File: src/rtl/tpu_host_bridge_if.sv
// Purpose: bundles the upstream job stream, downstream result stream and TPU serial port of the host bridge.
// Latency: none, signal bundle only.
// Backpressure: s_* and r_* use valid/ready; the TPU side is gated by tpu_ready, results arrive without backpressure.
//
// Ports (master = bridge side):
//   s_valid/s_data/s_ready      upstream words, matrix A then matrix B, row-major
//   r_valid/r_data/r_last/r_ready  result words to the downstream sink
//   tpu_enable/tpu_valid/tpu_data/tpu_ready  load path into the TPU
//   tpu_err/tpu_done/tpu_data_out            status and result path from the TPU
interface tpu_host_bridge_if;
    logic        s_valid;
    logic [31:0] s_data;
    logic        s_ready;
    logic        r_valid;
    logic [31:0] r_data;
    logic        r_last;
    logic        r_ready;
    logic        tpu_enable;
    logic        tpu_valid;
    logic [31:0] tpu_data;
    logic        tpu_ready;
    logic        tpu_err;
    logic        tpu_done;
    logic [31:0] tpu_data_out;

    modport master (
        input  s_valid, s_data, r_ready, tpu_ready, tpu_err, tpu_done, tpu_data_out,
        output s_ready, r_valid, r_data, r_last, tpu_enable, tpu_valid, tpu_data
    );

    modport slave (
        output s_valid, s_data, r_ready, tpu_ready, tpu_err, tpu_done, tpu_data_out,
        input  s_ready, r_valid, r_data, r_last, tpu_enable, tpu_valid, tpu_data
    );
endinterface

File: src/rtl/tpu_host_bridge.sv
// Purpose: host-side TPU initiator; streams one job (A then B) into the TPU, captures N*M results, drains them downstream.
// Latency: load path is combinational pass-through; first r_valid comes N*M+1 cycles after the tpu_done cycle.
// Backpressure: s_ready follows tpu_ready while loading; results are buffered so r_ready may stall the drain indefinitely.
//
// Ports:
//   clk, rst      clock, synchronous active-high reset
//   start         one-cycle pulse, accepted only when idle
//   busy          high whenever a job is in progress
//   error/err_code  sticky error (1 = TPU error, 2 = timeout), cleared by the next accepted start
//   bus           tpu_host_bridge_if master: upstream, downstream and TPU signals
module tpu_host_bridge #(
    parameter int A       = 4,
    parameter int M       = 4,
    parameter int N       = 4,
    parameter int TIMEOUT = 1024
) (
    input  logic              clk,
    input  logic              rst,
    input  logic              start,
    output logic              busy,
    output logic              error,
    output logic [1:0]        err_code,
    tpu_host_bridge_if.master bus
);
    localparam int A_WORDS   = A * N;
    localparam int B_WORDS   = A * M;
    localparam int RES_WORDS = N * M;
    localparam int LOAD_MAX  = (A_WORDS > B_WORDS) ? A_WORDS : B_WORDS;
    // Each counter only ever holds 0..max-1, so it is sized for that range.
    localparam int LOAD_W    = (LOAD_MAX  > 1) ? $clog2(LOAD_MAX)  : 1;
    localparam int IDX_W     = (RES_WORDS > 1) ? $clog2(RES_WORDS) : 1;
    localparam int WAIT_W    = (TIMEOUT   > 1) ? $clog2(TIMEOUT)   : 1;

    localparam logic [2:0] IDLE      = 3'd0;
    localparam logic [2:0] LOAD_A    = 3'd1;
    localparam logic [2:0] LOAD_B    = 3'd2;
    localparam logic [2:0] WAIT_DONE = 3'd3;
    localparam logic [2:0] CAPTURE   = 3'd4;
    localparam logic [2:0] DRAIN     = 3'd5;

    logic [2:0]        state;
    logic [LOAD_W-1:0] loadCnt;
    logic [WAIT_W-1:0] waitCnt;
    logic [IDX_W-1:0]  wrIdx;
    logic [IDX_W-1:0]  rdIdx;
    logic [31:0]       resBuf [RES_WORDS];

    logic inLoad;
    logic xfer;
    logic tpuActive;

    assign inLoad    = (state == LOAD_A) || (state == LOAD_B);
    assign xfer      = inLoad && bus.s_valid && bus.tpu_ready;
    assign tpuActive = inLoad || (state == WAIT_DONE) || (state == CAPTURE);

    assign busy           = (state != IDLE);
    assign bus.tpu_enable = tpuActive;
    assign bus.tpu_valid  = inLoad ? bus.s_valid : 1'b0;
    assign bus.tpu_data   = inLoad ? bus.s_data : 32'd0;
    assign bus.s_ready    = inLoad ? bus.tpu_ready : 1'b0;
    assign bus.r_valid    = (state == DRAIN);
    assign bus.r_data     = (state == DRAIN) ? resBuf[rdIdx] : 32'd0;
    assign bus.r_last     = (state == DRAIN) && (rdIdx == IDX_W'(RES_WORDS - 1));

    always_ff @(posedge clk) begin
        if (rst) begin
            state    <= IDLE;
            error    <= 1'b0;
            err_code <= 2'd0;
            loadCnt  <= '0;
            waitCnt  <= '0;
            wrIdx    <= '0;
            rdIdx    <= '0;
        end else begin
            case (state)
                IDLE: begin
                    if (start) begin
                        state    <= LOAD_A;
                        error    <= 1'b0;
                        err_code <= 2'd0;
                        loadCnt  <= '0;
                        waitCnt  <= '0;
                        wrIdx    <= '0;
                        rdIdx    <= '0;
                    end
                end
                // tpu_done is meaningless while loading and is deliberately ignored.
                LOAD_A, LOAD_B: begin
                    if (bus.tpu_err) begin
                        state    <= IDLE;
                        error    <= 1'b1;
                        err_code <= 2'd1;
                    end else if (xfer) begin
                        if (state == LOAD_A && loadCnt == LOAD_W'(A_WORDS - 1)) begin
                            state   <= LOAD_B;
                            loadCnt <= '0;
                        end else if (state == LOAD_B && loadCnt == LOAD_W'(B_WORDS - 1)) begin
                            state   <= WAIT_DONE;
                            loadCnt <= '0;
                            waitCnt <= '0;
                        end else begin
                            loadCnt <= loadCnt + 1'b1;
                        end
                    end
                end
                // tpu_err is checked first so it wins over a coincident timeout.
                WAIT_DONE: begin
                    if (bus.tpu_err) begin
                        state    <= IDLE;
                        error    <= 1'b1;
                        err_code <= 2'd1;
                    end else if (bus.tpu_done) begin
                        state   <= CAPTURE;
                        waitCnt <= '0;
                        wrIdx   <= '0;
                    end else if (waitCnt == WAIT_W'(TIMEOUT - 1)) begin
                        state    <= IDLE;
                        error    <= 1'b1;
                        err_code <= 2'd2;
                    end else begin
                        waitCnt <= waitCnt + 1'b1;
                    end
                end
                CAPTURE: begin
                    if (bus.tpu_err) begin
                        state    <= IDLE;
                        error    <= 1'b1;
                        err_code <= 2'd1;
                    end else if (wrIdx == IDX_W'(RES_WORDS - 1)) begin
                        state <= DRAIN;
                        wrIdx <= '0;
                        rdIdx <= '0;
                    end else begin
                        wrIdx <= wrIdx + 1'b1;
                    end
                end
                DRAIN: begin
                    if (bus.r_ready) begin
                        if (rdIdx == IDX_W'(RES_WORDS - 1)) begin
                            state <= IDLE;
                            rdIdx <= '0;
                        end else begin
                            rdIdx <= rdIdx + 1'b1;
                        end
                    end
                end
                default: state <= IDLE;
            endcase
        end
    end

    // The TPU cannot be stalled, so every CAPTURE cycle writes a word.
    always_ff @(posedge clk) begin
        if (state == CAPTURE) begin
            resBuf[wrIdx] <= bus.tpu_data_out;
        end
    end
endmodule

File: src/flat_wrapper.sv
// flat-port wrapper written by rule: the top's interface ports become plain ports
module tpu_host_bridge_flat 
#(
    parameter int A       = 4,
    parameter int M       = 4,
    parameter int N       = 4,
    parameter int TIMEOUT = 1024
)
  (clk, rst, start, busy, error, err_code, bus_s_valid, bus_s_data, bus_r_ready, bus_tpu_ready, bus_tpu_err, bus_tpu_done, bus_tpu_data_out, bus_s_ready, bus_r_valid, bus_r_data, bus_r_last, bus_tpu_enable, bus_tpu_valid, bus_tpu_data);
  tpu_host_bridge_if bus_i ();
  input  logic clk;
  input  logic rst;
  input  logic start;
  output logic busy;
  output logic error;
  output logic [1:0] err_code;
  input wire logic [$bits(bus_i.s_valid)-1:0] bus_s_valid;
  input wire logic [$bits(bus_i.s_data)-1:0] bus_s_data;
  input wire logic [$bits(bus_i.r_ready)-1:0] bus_r_ready;
  input wire logic [$bits(bus_i.tpu_ready)-1:0] bus_tpu_ready;
  input wire logic [$bits(bus_i.tpu_err)-1:0] bus_tpu_err;
  input wire logic [$bits(bus_i.tpu_done)-1:0] bus_tpu_done;
  input wire logic [$bits(bus_i.tpu_data_out)-1:0] bus_tpu_data_out;
  output wire logic [$bits(bus_i.s_ready)-1:0] bus_s_ready;
  output wire logic [$bits(bus_i.r_valid)-1:0] bus_r_valid;
  output wire logic [$bits(bus_i.r_data)-1:0] bus_r_data;
  output wire logic [$bits(bus_i.r_last)-1:0] bus_r_last;
  output wire logic [$bits(bus_i.tpu_enable)-1:0] bus_tpu_enable;
  output wire logic [$bits(bus_i.tpu_valid)-1:0] bus_tpu_valid;
  output wire logic [$bits(bus_i.tpu_data)-1:0] bus_tpu_data;
  assign bus_i.s_valid = bus_s_valid;
  assign bus_i.s_data = bus_s_data;
  assign bus_i.r_ready = bus_r_ready;
  assign bus_i.tpu_ready = bus_tpu_ready;
  assign bus_i.tpu_err = bus_tpu_err;
  assign bus_i.tpu_done = bus_tpu_done;
  assign bus_i.tpu_data_out = bus_tpu_data_out;
  assign bus_s_ready = bus_i.s_ready;
  assign bus_r_valid = bus_i.r_valid;
  assign bus_r_data = bus_i.r_data;
  assign bus_r_last = bus_i.r_last;
  assign bus_tpu_enable = bus_i.tpu_enable;
  assign bus_tpu_valid = bus_i.tpu_valid;
  assign bus_tpu_data = bus_i.tpu_data;
  tpu_host_bridge #(.A(A), .M(M), .N(N), .TIMEOUT(TIMEOUT)) u_core (.clk(clk), .rst(rst), .start(start), .busy(busy), .error(error), .err_code(err_code), .bus(bus_i));
endmodule
File: config.mk
export PLATFORM = sky130hd
export DESIGN_NAME = tpu_host_bridge_flat
export DESIGN_NICKNAME = d
export VERILOG_FILES = /design/src/rtl/tpu_host_bridge_if.sv /design/src/rtl/tpu_host_bridge.sv /design/src/flat_wrapper.sv
export SDC_FILE = /design/constraint.sdc
export NUM_CORES = 1
export LEC_CHECK = 0
export ABC_CLOCK_PERIOD_IN_PS = 3200
export BUFFER_PORTS_ARGS = -buffer_cell sky130_fd_sc_hd__buf_2
export CORE_MARGIN = 2
export CORE_UTILIZATION = 30
export DETAILED_ROUTE_END_ITERATION = 8
export HOLD_SLACK_MARGIN = 0.15
export PLACE_DENSITY = 0.52
export RECOVER_POWER = 100
export SYNTH_ARGS = -nofsm -noshare
export SYNTH_HDL_FRONTEND = slang
export SYNTH_SLANG_ARGS = --single-unit
File: constraint.sdc
create_clock -name clk -period 3.2 [get_ports clk]
set_input_delay 0.48 -clock clk [delete_from_list [all_inputs] [get_ports clk]]
set_output_delay 0.48 -clock clk [all_outputs]
set_load 0.02 [all_outputs]
* Word-level counts from Yosys, hierarchy flattened
Memories as Yosys holds them, arrays and structs flattened. A register that Yosys moved wholly into a read port is not among the register bits.
Index checks and enable logic that the tools add are counted.
** Word-level totals
- Flip-flop bits (word level) :: 28
- Bits in latches :: 0
- Bits in writable memories :: 512
- Bits in read-only memories :: 0
- Output and inout port bits :: 73
- Word-level logic and storage cells :: 121
- Memories kept :: 1
** Memory list
- u_core.resBuf :: depth 16, width 32, rd ports 1, clocked after memory_dff 1, write ports 1, line tpu_host_bridge.sv:46 : logic [31:0] resBuf [RES_WORDS];
** Cells by class
- $add $sub $neg :: 4
- $mul :: 0
- Divide/modulo/power cells :: 0
- $lt $le $gt $ge :: 0
- Eq/ne operators :: 28
- Shift-type cells :: 0
- Mux-type cells :: 58
- Bitwise operators :: 0
- Reductions and logical operators :: 23
** Operators by type and width (count)
- two-way mux 10 bit :: 8
- two-way mux 32 bit :: 2
- two-way mux 4 bit :: 15
- two-way mux 3 bit :: 12
- one-hot mux 10 bit (3 select lines) :: 1
- one-hot mux 4 bit (3 select lines) :: 2
- inequality test 2 bit (second input constant) :: 8
- one-hot mux 3 bit (5 select lines) :: 1
- AND reduction 5 bit :: 3
- nonzero test 3 bit :: 5
- adder 4 x 1 -> 4 bit (second input constant) :: 3
- == test 4 bit (second input constant) :: 3
- inequality test 3 bit (second input constant) :: 4
- adder 10 x 1 -> 10 bit (second input constant) :: 1
- == test 10 bit (second input constant) :: 1
- two-way mux 2 bit :: 5
- two-way mux 1 bit :: 9
- inequality test 2 x 1 -> 1 bit (second input constant) :: 4
- one-hot mux 4 bit (2 select lines) :: 1
- AND reduction 8 bit :: 1
- AND reduction 7 bit :: 1
- == test 3 x 2 -> 1 bit (second input constant) :: 2
- == test 3 bit (second input constant) :: 2
- one-hot mux 2 bit (3 select lines) :: 1
- 12 further kinds :: 18

* Depth between registers and ports, before layout
- Depth after elaboration :: 7
- Gate-level depth with buffers :: 8
- Gate-level depth less buffers :: 6

* Worst setup path after synthesis
OpenSTA, ideal clock, no wires.
- Path type :: reg-to-output
- Start point :: reg (tool-made name)
- End point :: out bus_r_data[11]
- Arrival :: 2.095 ns
- Path slack :: 0.625 ns
- Stages on the path, launching flop included :: 6
- Buffers on the path :: 2
- Cells stage by stage :: dfxtp_1 buf_2 buf_2 mux4_2 mux4_2 and2_1
** RTL lines
- end: declaration :: line flat_wrapper.sv:26 : output wire logic [$bits(bus_i.r_data)-1:0] bus_r_data;

==> run summary <==
* Worst R2R Setup Slack: 40 ps
* post-synthesis cell type count: 56
* remaining number of nets flagged by the antenna check after routing: 0
* arrival time at the worst endpoint: 2740 ps
* synthesis-to-layout area growth: 21.7%
* number of buffers added on ports: 144
* count of endpoints failing setup in the final report: 6
* clock tree root buffer cell: clkbuf_16
* final worst path period share: 1.01
* R2R Path Start: u_core.state[2]$_SDFFE_PP0P_
* number of endpoints with negative hold slack in the final report: 0
* switching component of the power: 3.48 mW
* number of buffers added by the clock tree synthesis step: 58
* buffers from clock root to sink, at most: 3
* TritonCTS clock tree: built
* clock sink total: 544
* Max H-tree Level: 2
* Flop pwr share: 0.509
* number of nets in the finished design: 1326
* DRT Pass-1 Iters: 6
* worst hold path class: in2reg
* wire length of the first global-routing pass: 75.4 mm
* area inside the core boundary: 71400 um2
* terminus of the critical flop-to-flop path: u_core.resBuf[2][14]$_DFFE_PP_
* Peak VDD IR: 0.000379 V
* Critical Path Fanout Max: 5
* Die Outline Area: 74200 um2
* post-synth net total: 1111
* number of buffers inserted for hold repair after clock tree synthesis: 0
* highest metal layer with signal wires: met5
* maximum number of pins on one net before global-route repair: 65
* clock latency on the worst-skew pair: 620 ps
* share of total power in combinational logic: 0.066
* Worst Setup Path Type: reg2out
* final core area utilization: 0.369
* max-cap check violation count: 0
* critical path startpoint category: flip-flop
* detailed-route wire length: 51.6 mm
* worst setup skew after layout: 20.9 ps
* share of cells above drive strength 1: 0.366
* CP Capture Point: bus_r_data[14]
* vias in the first global route: 11472
* Post-Syn Instances: 1032
* RSZ-0062 raised after global routing: true
* synthesized area: 21600 um2
* portion of the post-synthesis area used by sequential elements: 0.741
* Initial Utilization: 0.303
* aggregate global routing overflow: 0
* Horiz. Die Dim: 272 um
* fraction of power spent switching nets: 0.227
* internal power: 11.9 mW
* met2 wire len: 26.0 mm
* slew at the pin closest to its max-slew limit: 1430 ps
* yosys warns: 0
* failing checks: negative setup slack
* met1 WL: 22.3 mm
* power consumption: 15.4 mW
* number of placed I/O pins: 145
* ratio of total power to cell area: 584 nW/um2
* Iter 0 DRT Violations: 887
* Routed wire per std cell: 23.0 um
* Post-synth EDFFs: 512
* final HPWL from detailed placement: 27.1 mm
* number of pins exceeding their max-slew limit in the final report: 0
* Clock Pin Slew Worst Setup and Hold Paths: 60 ps
* Residual DRC: 0
* relative slew slack: 0.0496
* time the final worst path needs with I/O delays and setup: 3220 ps
* flip-flop cell with the highest count after synthesis: edfxtp_1
* Placer Congestion: 0.750
* count of vias placed by the detailed router: 10914
* slack of the critical path: -16.3 ps
* Synth Area per Inst: 20.9 um2
* number of placement rows: 98
* Met3 Wirelength: 2.49 mm
* nature of the critical path endpoint: output pin
* via/cell ratio: 4.86
* leakage: 8.39 nW
* part of the power in the clock network: 0.425
* aggregate global-route resource usage: 0.138
* die height: 272 um
* flops & latches, synth: 544
* highest achievable clock rate: 0.311 GHz
* cell count of the worst reg-to-reg path: 4
* required time worst endpoint: 2720 ps
* async set-reset flop share out of synthesis: 0
* run status: finished with violations
* antenna violations before repair: 4
-- cells in the mapped netlist (all sizes together), types with 2 or more instances --
master / instances / area (um2)
nor2: 16 / 60.1
mux2i: 4 / 40.0
nand2: 19 / 71.3
or4: 11 / 82.6
nand3: 14 / 70.1
o21a: 2 / 15.0
o31a: 2 / 18.8
ha: 7 / 87.6
clkbuf: 37 / 169
or2: 6 / 37.5
edfxtp: 512 / 15400
and3: 43 / 269
nor2b: 4 / 25.0
and2: 45 / 282
a21oi: 26 / 134
nor3: 7 / 35.0
inv: 10 / 37.5
dfxtp: 32 / 641
nand4: 3 / 18.8
buf: 22 / 134
mux4: 160 / 3600
o31ai: 5 / 37.5
or3: 5 / 43.8
nand3b: 3 / 22.5
o21ai: 11 / 55.1
a31oi: 6 / 52.6
-- cell usage in the layout (no fill, tap or decap), drive strengths merged, types with 2 or more instances in the layout --
cell      netlist  layout
nand4           3       3
a21oi          26      26
o21a            2       2
diode           0       2
or3             5       5
bufinv          0       5
edfxtp        512     512
or4            11      11
nor2b           4       4
inv            10      13
and2           45      45
o31ai           5       5
mux4          160     160
nand2          19      19
dfxtp          32      32
mux2i           4       4
nand3b          3       3
o31a            2       2
ha              7       7
or2             6       6
nor3            7       7
o21ai          11      11
clkinv          0      26
nor2           16      16
a31oi           6       6
nand3          14      14
clkbuf         37     123
buf            22     158
and3           43      43
clkinvlp        0       7
-- per-stage QoR --
stage,std cells,setup slack [ps],instance area [um2],hold slack (ps),setup TNS [ps]
3_5_place_dp,2109,338,23900,455,0
6_report,2247,-16.3,26300,268,-62.7
2_1_floorplan,1032,625,21600,449,0
3_3_place_gp,2109,375,23900,450,0
5_1_grt,2246,-114,26300,267,-4010
4_1_cts,2242,-87.0,26500,195,-975
-- critical path, cell delays in order (launching register included) --
cell	delay (ps)
dfxtp_4	380
buf_12	140
buf_16	140
buf_12	110
buf_8	100
mux4_2	490
mux4_2	470
and2_4	170
buf_6	120
-- flip-flops by register name, summed over array words and instances (netlist names), named ones only --
register / cells
u_core.loadCnt: 4
u_core.err_code: 2
u_core.wrIdx: 4
u_core.error: 1
u_core.state: 3
u_core.waitCnt: 10
u_core.rdIdx: 4
u_core.resBuf: 512
-- area by class of cell --
cell class / count / area, um2
clock buffers: 67 / 1490
multi-input cells: 419 / 5300
fillers: 6560 / 45100
well taps: 950 / 1190
repair buffers: 214 / 1880
clock inverters: 41 / 380
diodes: 2 / 5.00
flip-flops and latches: 544 / 16000
inverters: 10 / 37.5
-- worst min path at each step --
stage / end / slack, ps / startpoint / depth (start not counted)
after floorplan: u_core.loadCnt[1]$_SDFFE_PP0P_ / 450 / u_core.loadCnt[1]$_SDFFE_PP0P_ / 2
after global placement: u_core.error$_SDFFE_PP0P_ / 450 / u_core.error$_SDFFE_PP0P_ / 2
after detailed placement: u_core.error$_SDFFE_PP0P_ / 450 / u_core.error$_SDFFE_PP0P_ / 2
after CTS: u_core.resBuf[14][23]$_DFFE_PP_ / 190 / bus_tpu_data_out[23] / 1
after global routing: u_core.loadCnt[0]$_SDFFE_PP0P_ / 270 / rst / 2
final: u_core.loadCnt[0]$_SDFFE_PP0P_ / 270 / rst / 2
-- cell families (layout without fill, tap and decap cells) --
| kind of cell | Yosys count | count (layout) | synth area share |
|---|---|---|---|
| flip-flops | 544 | 544 | 0.741 |
| AND/OR/NAND/NOR | 181 | 181 | 0.0490 |
| multiplexers | 165 | 165 | 0.169 |
| buffers and inverters | 69 | 332 | 0.0158 |
| AO/OA/AOI/OAI | 63 | 63 | 0.0193 |
| adder cells (fa/ha/maj) | 8 | 8 | 0.00452 |
| XOR/XNOR | 2 | 2 | 0.000811 |
| other | 0 | 2 | 0 |
-- power by group through the flow --
stage	sequential, mW	combinational [mW]	clock [mW]
after floorplan	7.98	0.696	0
after global placement	7.97	1.02	0
final	7.82	1.01	6.54
after detailed placement	7.97	1.03	0
after global routing	7.82	1.10	7.00
after CTS	7.82	1.04	6.71
-- routing by layer --
| metal | vias up | global-route usage |
|---|---|---|
| met2 | 273 | 0.238 |
| met3 | 64 | 0.0296 |
| li1 | 4756 | - |
| met5 | - | 0 |
| met4 | 4 | 0.0312 |
| met1 | 5817 | 0.180 |
-- repair_timing --
action	4_1_cts	5_1_grt
setup buffers	16	2
setup endpoints to repair	31	31
cloned	9	3
hold endpoints to repair	0	0
pin swaps	1	0
resized for setup	87	28
Note: power is estimated with default switching activity, not from simulation.
